## config.mk

```make
export PLATFORM = sky130hd
export DESIGN_NAME = hazard_ctrl_flat
export DESIGN_NICKNAME = d
export VERILOG_FILES = /design/src/rtl/hazard_ctrl_pkg.sv /design/src/rtl/hazard_ctrl_if.sv /design/src/rtl/hazard_ctrl_sat_counter.sv /design/src/rtl/hazard_ctrl.sv /design/src/flat_wrapper.sv
export SDC_FILE = /design/constraint.sdc
export NUM_CORES = 1
export LEC_CHECK = 0
export ABC_AREA = 1
export ABC_CLOCK_PERIOD_IN_PS = 2200
export BUFFER_PORTS_ARGS = -buffer_cell sky130_fd_sc_hd__buf_2
export CORE_MARGIN = 2
export CORE_UTILIZATION = 45
export DETAILED_ROUTE_END_ITERATION = 16
export GPL_ROUTABILITY_DRIVEN = 0
export PLACE_DENSITY_LB_ADDON = 0.25
export SLEW_MARGIN = 10
export SYNTH_ARGS = -nofsm -noshare
export SYNTH_HDL_FRONTEND = slang
export SYNTH_SLANG_ARGS = --single-unit
```

## constraint.sdc

```tcl
create_clock -name clk -period 2.2 [get_ports clk]
set_input_delay 0.22 -clock clk [delete_from_list [all_inputs] [get_ports clk]]
set_output_delay 0.22 -clock clk [all_outputs]
set_load 0.02 [all_outputs]
```

## src/rtl/hazard_ctrl_pkg.sv

```systemverilog
// hazard_ctrl_pkg: shared encodings for the hazard controller
package hazard_ctrl_pkg;
    typedef enum logic [1:0] {
        FWD_REG  = 2'b00,
        FWD_RESW = 2'b01,
        FWD_ALUM = 2'b10
    } fwd_e;
    typedef enum logic [1:0] {
        IDLE = 2'b00,
        WAIT = 2'b01,
        ERR  = 2'b10
    } state_e;
endpackage

```

## src/rtl/hazard_ctrl_if.sv

```systemverilog
// hazard_ctrl_if: pipeline-side signal bundle of the hazard controller
interface hazard_ctrl_if import hazard_ctrl_pkg::*; #(
    parameter int RA_W  = 4,
    parameter int CNT_W = 16
) ();
    logic [RA_W-1:0]  ra1e, ra2e, ra1d, ra2d, wa3e, wa3m, wa3w;
    logic             reg_write_m, reg_write_w, mem_to_reg_e;
    logic             pcsrc_d, pcsrc_e, pcsrc_m, pcsrc_w, branch_taken_e;
    logic             mem_access_m, mem_ready, clr_cnt;
    fwd_e             forward_ae, forward_be;
    logic             stall_f, stall_d, stall_e, stall_m;
    logic             flush_d, flush_e, flush_w, mem_err;
    logic [CNT_W-1:0] stall_cnt, flush_cnt;
    modport master (
        output ra1e, ra2e, ra1d, ra2d, wa3e, wa3m, wa3w,
               reg_write_m, reg_write_w, mem_to_reg_e,
               pcsrc_d, pcsrc_e, pcsrc_m, pcsrc_w, branch_taken_e,
               mem_access_m, mem_ready, clr_cnt,
        input  forward_ae, forward_be, stall_f, stall_d, stall_e, stall_m,
               flush_d, flush_e, flush_w, mem_err, stall_cnt, flush_cnt
    );
    modport slave (
        input  ra1e, ra2e, ra1d, ra2d, wa3e, wa3m, wa3w,
               reg_write_m, reg_write_w, mem_to_reg_e,
               pcsrc_d, pcsrc_e, pcsrc_m, pcsrc_w, branch_taken_e,
               mem_access_m, mem_ready, clr_cnt,
        output forward_ae, forward_be, stall_f, stall_d, stall_e, stall_m,
               flush_d, flush_e, flush_w, mem_err, stall_cnt, flush_cnt
    );
endinterface

```

## src/rtl/hazard_ctrl_sat_counter.sv

```systemverilog
// sat_counter: saturating event counter with synchronous clear
module sat_counter #(
    parameter int WIDTH = 16
) (
    input  logic             clk,
    input  logic             reset,
    input  logic             clr,
    input  logic             inc,
    output logic [WIDTH-1:0] cnt
);
    // clear wins over increment; count sticks at all-ones
    always_ff @(posedge clk or negedge reset)
        if (!reset) cnt <= '0;
        else if (clr) cnt <= '0;
        else if (inc && cnt != '1) cnt <= cnt + 1'b1;
endmodule

```

## src/rtl/hazard_ctrl.sv

```systemverilog
// hazard_ctrl: forwarding, stall/flush generation and memory-wait timeout
module hazard_ctrl import hazard_ctrl_pkg::*; #(
    parameter int RA_W    = 4,
    parameter int PC_REG  = 15,
    parameter int CNT_W   = 16,
    parameter int TIMEOUT = 64
) (
    input logic          clk,
    input logic          reset,
    hazard_ctrl_if.slave hz
);
    localparam int WC_W = $clog2(TIMEOUT + 1);
    localparam logic [RA_W-1:0] PC = RA_W'(PC_REG);
    state_e          state;
    logic [WC_W-1:0] wait_cnt;
    logic            ldr_stall, pc_pend, mem_stall;
    assign hz.forward_ae = (hz.reg_write_m && hz.wa3m == hz.ra1e && hz.ra1e != PC) ? FWD_ALUM :
                           (hz.reg_write_w && hz.wa3w == hz.ra1e && hz.ra1e != PC) ? FWD_RESW : FWD_REG;
    assign hz.forward_be = (hz.reg_write_m && hz.wa3m == hz.ra2e && hz.ra2e != PC) ? FWD_ALUM :
                           (hz.reg_write_w && hz.wa3w == hz.ra2e && hz.ra2e != PC) ? FWD_RESW : FWD_REG;
    assign ldr_stall = hz.mem_to_reg_e && (hz.wa3e == hz.ra1d || hz.wa3e == hz.ra2d);
    assign pc_pend   = hz.pcsrc_d || hz.pcsrc_e || hz.pcsrc_m;
    assign mem_stall = (hz.mem_access_m && !hz.mem_ready) || state == ERR;
    // memory stall freezes everything; a taken branch beats a load-use stall
    always_comb begin
        hz.stall_f = mem_stall ? 1'b1 : hz.branch_taken_e ? 1'b0 : ldr_stall || pc_pend;
        hz.stall_d = mem_stall ? 1'b1 : hz.branch_taken_e ? 1'b0 : ldr_stall;
        hz.flush_d = mem_stall ? 1'b0 : hz.branch_taken_e ? 1'b1 : pc_pend || hz.pcsrc_w;
        hz.flush_e = mem_stall ? 1'b0 : hz.branch_taken_e ? 1'b1 : ldr_stall;
        hz.stall_e = mem_stall;
        hz.stall_m = mem_stall;
        hz.flush_w = mem_stall;
    end
    // memory-wait tracker: a completion on the timeout edge still returns to IDLE
    always_ff @(posedge clk or negedge reset)
        if (!reset) begin
            state      <= IDLE;
            wait_cnt   <= '0;
            hz.mem_err <= 1'b0;
        end else begin
            case (state)
                IDLE: begin
                    wait_cnt <= '0;
                    if (hz.mem_access_m && !hz.mem_ready) state <= WAIT;
                end
                WAIT: begin
                    if (hz.mem_ready) begin
                        state    <= IDLE;
                        wait_cnt <= '0;
                    end else if (wait_cnt == WC_W'(TIMEOUT - 1)) begin
                        state      <= ERR;
                        hz.mem_err <= 1'b1;
                    end else wait_cnt <= wait_cnt + 1'b1;
                end
                default: begin
                    state      <= ERR;
                    hz.mem_err <= 1'b1;
                end
            endcase
        end
    sat_counter #(.WIDTH(CNT_W)) u_stall_cnt (
        .clk(clk), .reset(reset), .clr(hz.clr_cnt), .inc(hz.stall_f), .cnt(hz.stall_cnt)
    );
    sat_counter #(.WIDTH(CNT_W)) u_flush_cnt (
        .clk(clk), .reset(reset), .clr(hz.clr_cnt), .inc(hz.flush_e), .cnt(hz.flush_cnt)
    );
endmodule

```

## src/flat_wrapper.sv

```systemverilog
// flat-port wrapper written by rule: the top's interface ports become plain ports
module hazard_ctrl_flat import hazard_ctrl_pkg::*;
#(
    parameter int RA_W    = 4,
    parameter int PC_REG  = 15,
    parameter int CNT_W   = 16,
    parameter int TIMEOUT = 64
)
  (clk, reset, hz_ra1e, hz_ra2e, hz_ra1d, hz_ra2d, hz_wa3e, hz_wa3m, hz_wa3w, hz_reg_write_m, hz_reg_write_w, hz_mem_to_reg_e, hz_pcsrc_d, hz_pcsrc_e, hz_pcsrc_m, hz_pcsrc_w, hz_branch_taken_e, hz_mem_access_m, hz_mem_ready, hz_clr_cnt, hz_forward_ae, hz_forward_be, hz_stall_f, hz_stall_d, hz_stall_e, hz_stall_m, hz_flush_d, hz_flush_e, hz_flush_w, hz_mem_err, hz_stall_cnt, hz_flush_cnt);
  hazard_ctrl_if #(.RA_W(RA_W), .CNT_W(CNT_W)) hz_i ();
  input logic clk;
  input logic reset;
  input wire logic [$bits(hz_i.ra1e)-1:0] hz_ra1e;
  input wire logic [$bits(hz_i.ra2e)-1:0] hz_ra2e;
  input wire logic [$bits(hz_i.ra1d)-1:0] hz_ra1d;
  input wire logic [$bits(hz_i.ra2d)-1:0] hz_ra2d;
  input wire logic [$bits(hz_i.wa3e)-1:0] hz_wa3e;
  input wire logic [$bits(hz_i.wa3m)-1:0] hz_wa3m;
  input wire logic [$bits(hz_i.wa3w)-1:0] hz_wa3w;
  input wire logic [$bits(hz_i.reg_write_m)-1:0] hz_reg_write_m;
  input wire logic [$bits(hz_i.reg_write_w)-1:0] hz_reg_write_w;
  input wire logic [$bits(hz_i.mem_to_reg_e)-1:0] hz_mem_to_reg_e;
  input wire logic [$bits(hz_i.pcsrc_d)-1:0] hz_pcsrc_d;
  input wire logic [$bits(hz_i.pcsrc_e)-1:0] hz_pcsrc_e;
  input wire logic [$bits(hz_i.pcsrc_m)-1:0] hz_pcsrc_m;
  input wire logic [$bits(hz_i.pcsrc_w)-1:0] hz_pcsrc_w;
  input wire logic [$bits(hz_i.branch_taken_e)-1:0] hz_branch_taken_e;
  input wire logic [$bits(hz_i.mem_access_m)-1:0] hz_mem_access_m;
  input wire logic [$bits(hz_i.mem_ready)-1:0] hz_mem_ready;
  input wire logic [$bits(hz_i.clr_cnt)-1:0] hz_clr_cnt;
  output wire logic [$bits(hz_i.forward_ae)-1:0] hz_forward_ae;
  output wire logic [$bits(hz_i.forward_be)-1:0] hz_forward_be;
  output wire logic [$bits(hz_i.stall_f)-1:0] hz_stall_f;
  output wire logic [$bits(hz_i.stall_d)-1:0] hz_stall_d;
  output wire logic [$bits(hz_i.stall_e)-1:0] hz_stall_e;
  output wire logic [$bits(hz_i.stall_m)-1:0] hz_stall_m;
  output wire logic [$bits(hz_i.flush_d)-1:0] hz_flush_d;
  output wire logic [$bits(hz_i.flush_e)-1:0] hz_flush_e;
  output wire logic [$bits(hz_i.flush_w)-1:0] hz_flush_w;
  output wire logic [$bits(hz_i.mem_err)-1:0] hz_mem_err;
  output wire logic [$bits(hz_i.stall_cnt)-1:0] hz_stall_cnt;
  output wire logic [$bits(hz_i.flush_cnt)-1:0] hz_flush_cnt;
  assign hz_i.ra1e = hz_ra1e;
  assign hz_i.ra2e = hz_ra2e;
  assign hz_i.ra1d = hz_ra1d;
  assign hz_i.ra2d = hz_ra2d;
  assign hz_i.wa3e = hz_wa3e;
  assign hz_i.wa3m = hz_wa3m;
  assign hz_i.wa3w = hz_wa3w;
  assign hz_i.reg_write_m = hz_reg_write_m;
  assign hz_i.reg_write_w = hz_reg_write_w;
  assign hz_i.mem_to_reg_e = hz_mem_to_reg_e;
  assign hz_i.pcsrc_d = hz_pcsrc_d;
  assign hz_i.pcsrc_e = hz_pcsrc_e;
  assign hz_i.pcsrc_m = hz_pcsrc_m;
  assign hz_i.pcsrc_w = hz_pcsrc_w;
  assign hz_i.branch_taken_e = hz_branch_taken_e;
  assign hz_i.mem_access_m = hz_mem_access_m;
  assign hz_i.mem_ready = hz_mem_ready;
  assign hz_i.clr_cnt = hz_clr_cnt;
  assign hz_forward_ae = hz_i.forward_ae;
  assign hz_forward_be = hz_i.forward_be;
  assign hz_stall_f = hz_i.stall_f;
  assign hz_stall_d = hz_i.stall_d;
  assign hz_stall_e = hz_i.stall_e;
  assign hz_stall_m = hz_i.stall_m;
  assign hz_flush_d = hz_i.flush_d;
  assign hz_flush_e = hz_i.flush_e;
  assign hz_flush_w = hz_i.flush_w;
  assign hz_mem_err = hz_i.mem_err;
  assign hz_stall_cnt = hz_i.stall_cnt;
  assign hz_flush_cnt = hz_i.flush_cnt;
  hazard_ctrl #(.RA_W(RA_W), .PC_REG(PC_REG), .CNT_W(CNT_W), .TIMEOUT(TIMEOUT)) u_core (.clk(clk), .reset(reset), .hz(hz_i));
endmodule
```

==> results.yml <==
min_path:
  min_path_type: "input port to flip-flop"
  whs_path_depth: 3
  hold_end: "u_core.state[0]"
  min_from: "hz_mem_access_m"
grt:
  grt_start_max_net_pins: 36
  antenna_found_initial: 0
  grtUsageTotal: 0.213
  overflow: 0
  grt_pass1_wl_um: 13100
  grt_pass1_vias: 2931
yosys:
  synth_top_area_share: 0.343
  yosysWarnings: 0
  yosysMostFrequentCell: "nand2_1"
  ys_async_sr_fraction: 1.00
  yosysUniqueCellTypes: 36
  synthesis.nets: 486
  ys_seq_area_frac: 0.343
  ys_ff_latch: 42
  synthCells: 442
  synth_flop_cell: "dfrtp_1"
  syn_avg_cell_area_um2: 6.93
  netlist_area_um2: 3060
  synth_top_area_cell: "dfrtp_1"
  synthTopCellsByCount: "nand2_1 (114), inv_1 (53), nor2_1 (49), nand3_1 (48), dfrtp_1 (42)"
  synth_area_leaders: "dfrtp_1 (34%), nand2_1 (14%), nand3_1 (7.8%)"
  synth-edff-count: 0
setup_path:
  slowest_stage: "dfrtp_1"
  worstPathArrival_ns: 2.23
  ff2ff_setup_slack_ns: 0.17
  cp.required_ns: 2.40
  regToRegStartpoint: "u_core.u_flush_cnt.cnt[0]"
  end_kind: "flip-flop"
  reg2reg_to: "u_core.u_flush_cnt.cnt[10]"
  crit_fanout: 18
  crit_path_frequent_cell: "nand3_2"
  path_class: "flip-flop to flip-flop"
  cp.buffers_inverters: 0
  reg2reg_depth: 8
  worstPathCellList: "ha_1 > nand3_2 > nor2_2 > nand3_2 > nand3_2 > nand2_2 > nand2_1 > nand2_1"
  worstSetupStartpointType: "flip-flop"
  slowest_delay_ns: 0.45
  cp_top_family: "simple AND/OR/NAND/NOR gates"
floorplan:
  row_count: 30
  die_h_um: 86.5
  design.portCount: 85
  start_util: 0.458
  core_area_um2: 6680
  fp.dieArea_um2: 7480
  die_w_um: 86.5
sta:
  worst_pin_slew_ns: 0.535
  fin_crit_sh: 0.922
  skew_ns: 0.00503
  max_freq_mhz: 493
  rsz0062_at_grt: "false"
  slew_headroom: 0.642
  layout_min_cycle_time_ns: 2.03
  hold_viol_final: 0
  setup_violations: 0
  report.final.slew_viol_count: 0
  tns_ns: 0
routing:
  avgViaCountPerCell: 5.19
  drc: 0
  wl_per_cell_um: 12.5
  wirelength_um: 7580
  initialDrtViolationCount: 186
  firstDrtPassIters: 4
  vias: 3141
  ant_nets: 0
pwr:
  intPower_mw: 1.13
  clock_power_share: 0.314
  switchingPower_mw: 0.529
  p_per_area_nw_per_um2: 456
  seq_power_share: 0.500
  combPwrFrac: 0.186
  leakagePower_nw: 2.01
  vdd_drop_max_mv: 0.321
  swShare: 0.319
finish:
  area_growth_pct: 18.7
  drive_gt1_frac: 0.223
  fillers: 679
  final_area_um2: 3630
  diodes: 0
  finalNetCount: 568
clock_tree:
  cts_setup_buffers: 0
  insertion_delay_ns: 0.31
  cts_made_buffers: 5
  cts_buffer_depth: 2
  cts_tree: "built"
  htreeDepth: 2
  cts.sinks: 42
  cts.clk_slew.worst_paths_ns: 0.08
  cts_root_buffer: "clkbuf_8"
placement:
  placed_area_um2: 3530
  hpwl_um: 5590
  port_buffers: 84
run:
  cap_viol_max_count: 0
run_status:
  status: "finished clean"
[sequential cells by signal, summed over array words and instances, names as in the netlist]
| signal | count |
|---|---|
| u_core.u_flush_cnt.cnt | 16 |
| u_core.u_stall_cnt.cnt | 16 |
| u_core.wait_cnt | 7 |
| u_core.state | 2 |
| u_core.hz.mem_err | 1 |
[metrics by stage]
| stage | hold WS (ns) | setup slack, ns | power [mW] | std cells | utilization |
|---|---|---|---|---|---|
| CTS | 0.221 | 0.200 | 1.67 | 605 | 0.543 |
| global placement | 0.0717 | 0.302 | 1.14 | 596 | 0.528 |
| global route | 0.226 | 0.0213 | 1.75 | 605 | 0.544 |
| detailed placement | 0.0717 | 0.222 | 1.15 | 596 | 0.528 |
| floorplan | -0.0756 | 0.397 | 1.03 | 442 | - |
| finish | 0.218 | 0.171 | 1.66 | 605 | 0.544 |
[worst min-delay path, delay by kind of cell]
| family | cells | cell delay [ns] |
|---|---|---|
| buf+inv | 1 | 0.09 |
| compound gates | 1 | 0.07 |
| simple gates | 1 | 0.09 |
[per-layer routing]
metal	up-vias	global-route usage	part of all wire
li1	1598	-	-
met1	1453	0.275	0.43
met2	83	0.376	0.51
met3	7	0.0324	0.055
met4	0	0.0497	0.0091
met5	-	0	0
[layout make-up]
cell class | instances | area (µm²) | share of cell area
multi-input cells | 329 | 1720 | 0.474
flip-flops and latches | 42 | 1050 | 0.289
repair buffers | 88 | 453 | 0.125
inverters | 58 | 218 | 0.0599
well taps | 80 | 100 | 0.0275
clock buffers | 5 | 68.8 | 0.0189
clock inverters | 3 | 21.3 | 0.00585
[power groups by stage]
stage	logic (mW)	registers, mW	clock network, mW
after floorplan	0.178	0.855	0
after global placement	0.301	0.842	0
after detailed placement	0.309	0.845	0
after CTS	0.310	0.829	0.534
after global routing	0.350	0.834	0.563
final	0.308	0.829	0.521
[worst max-delay path by stage]
stage	from	endpoint	slack, ns	depth (start not counted)
2_1_floorplan	u_core.u_stall_cnt.cnt[0]	u_core.u_stall_cnt.cnt[13]	0.40	9
3_3_place_gp	u_core.u_flush_cnt.cnt[0]	u_core.u_flush_cnt.cnt[15]	0.30	8
5_1_grt	u_core.u_flush_cnt.cnt[0]	u_core.u_flush_cnt.cnt[7]	0.02	8
4_1_cts	u_core.u_flush_cnt.cnt[0]	u_core.u_flush_cnt.cnt[10]	0.20	8
6_report	u_core.u_flush_cnt.cnt[0]	u_core.u_flush_cnt.cnt[10]	0.17	8
3_5_place_dp	u_core.u_flush_cnt.cnt[0]	u_core.u_flush_cnt.cnt[10]	0.22	8
[placed cells by master (no fill, tap or decap), types with 5 or more instances in the layout]
cell,count
a21oi_1,14
buf_2,84
clkbuf_8,5
dfrtp_1,42
inv_1,53
nand2_1,114
nand3_1,48
nand3_2,7
nand4_1,27
nor2_1,49
nor3_1,12
xnor2_1,6
xor2_1,22
[cells by family after synthesis]
group / share of synthesized area
simple gates: 0.411
buf+inv: 0.0972
flops: 0.343
compound gates: 0.0560
xor+xnor: 0.0801
fa+ha+maj: 0.0123
[what timing repair did]
item	in CTS	in global routing
hold buffers	1	0
endpoints found under the setup margin	0	1
resized for setup	0	1
endpoints found under the hold margin	7	0
Note: power is estimated with default switching activity, not from simulation.
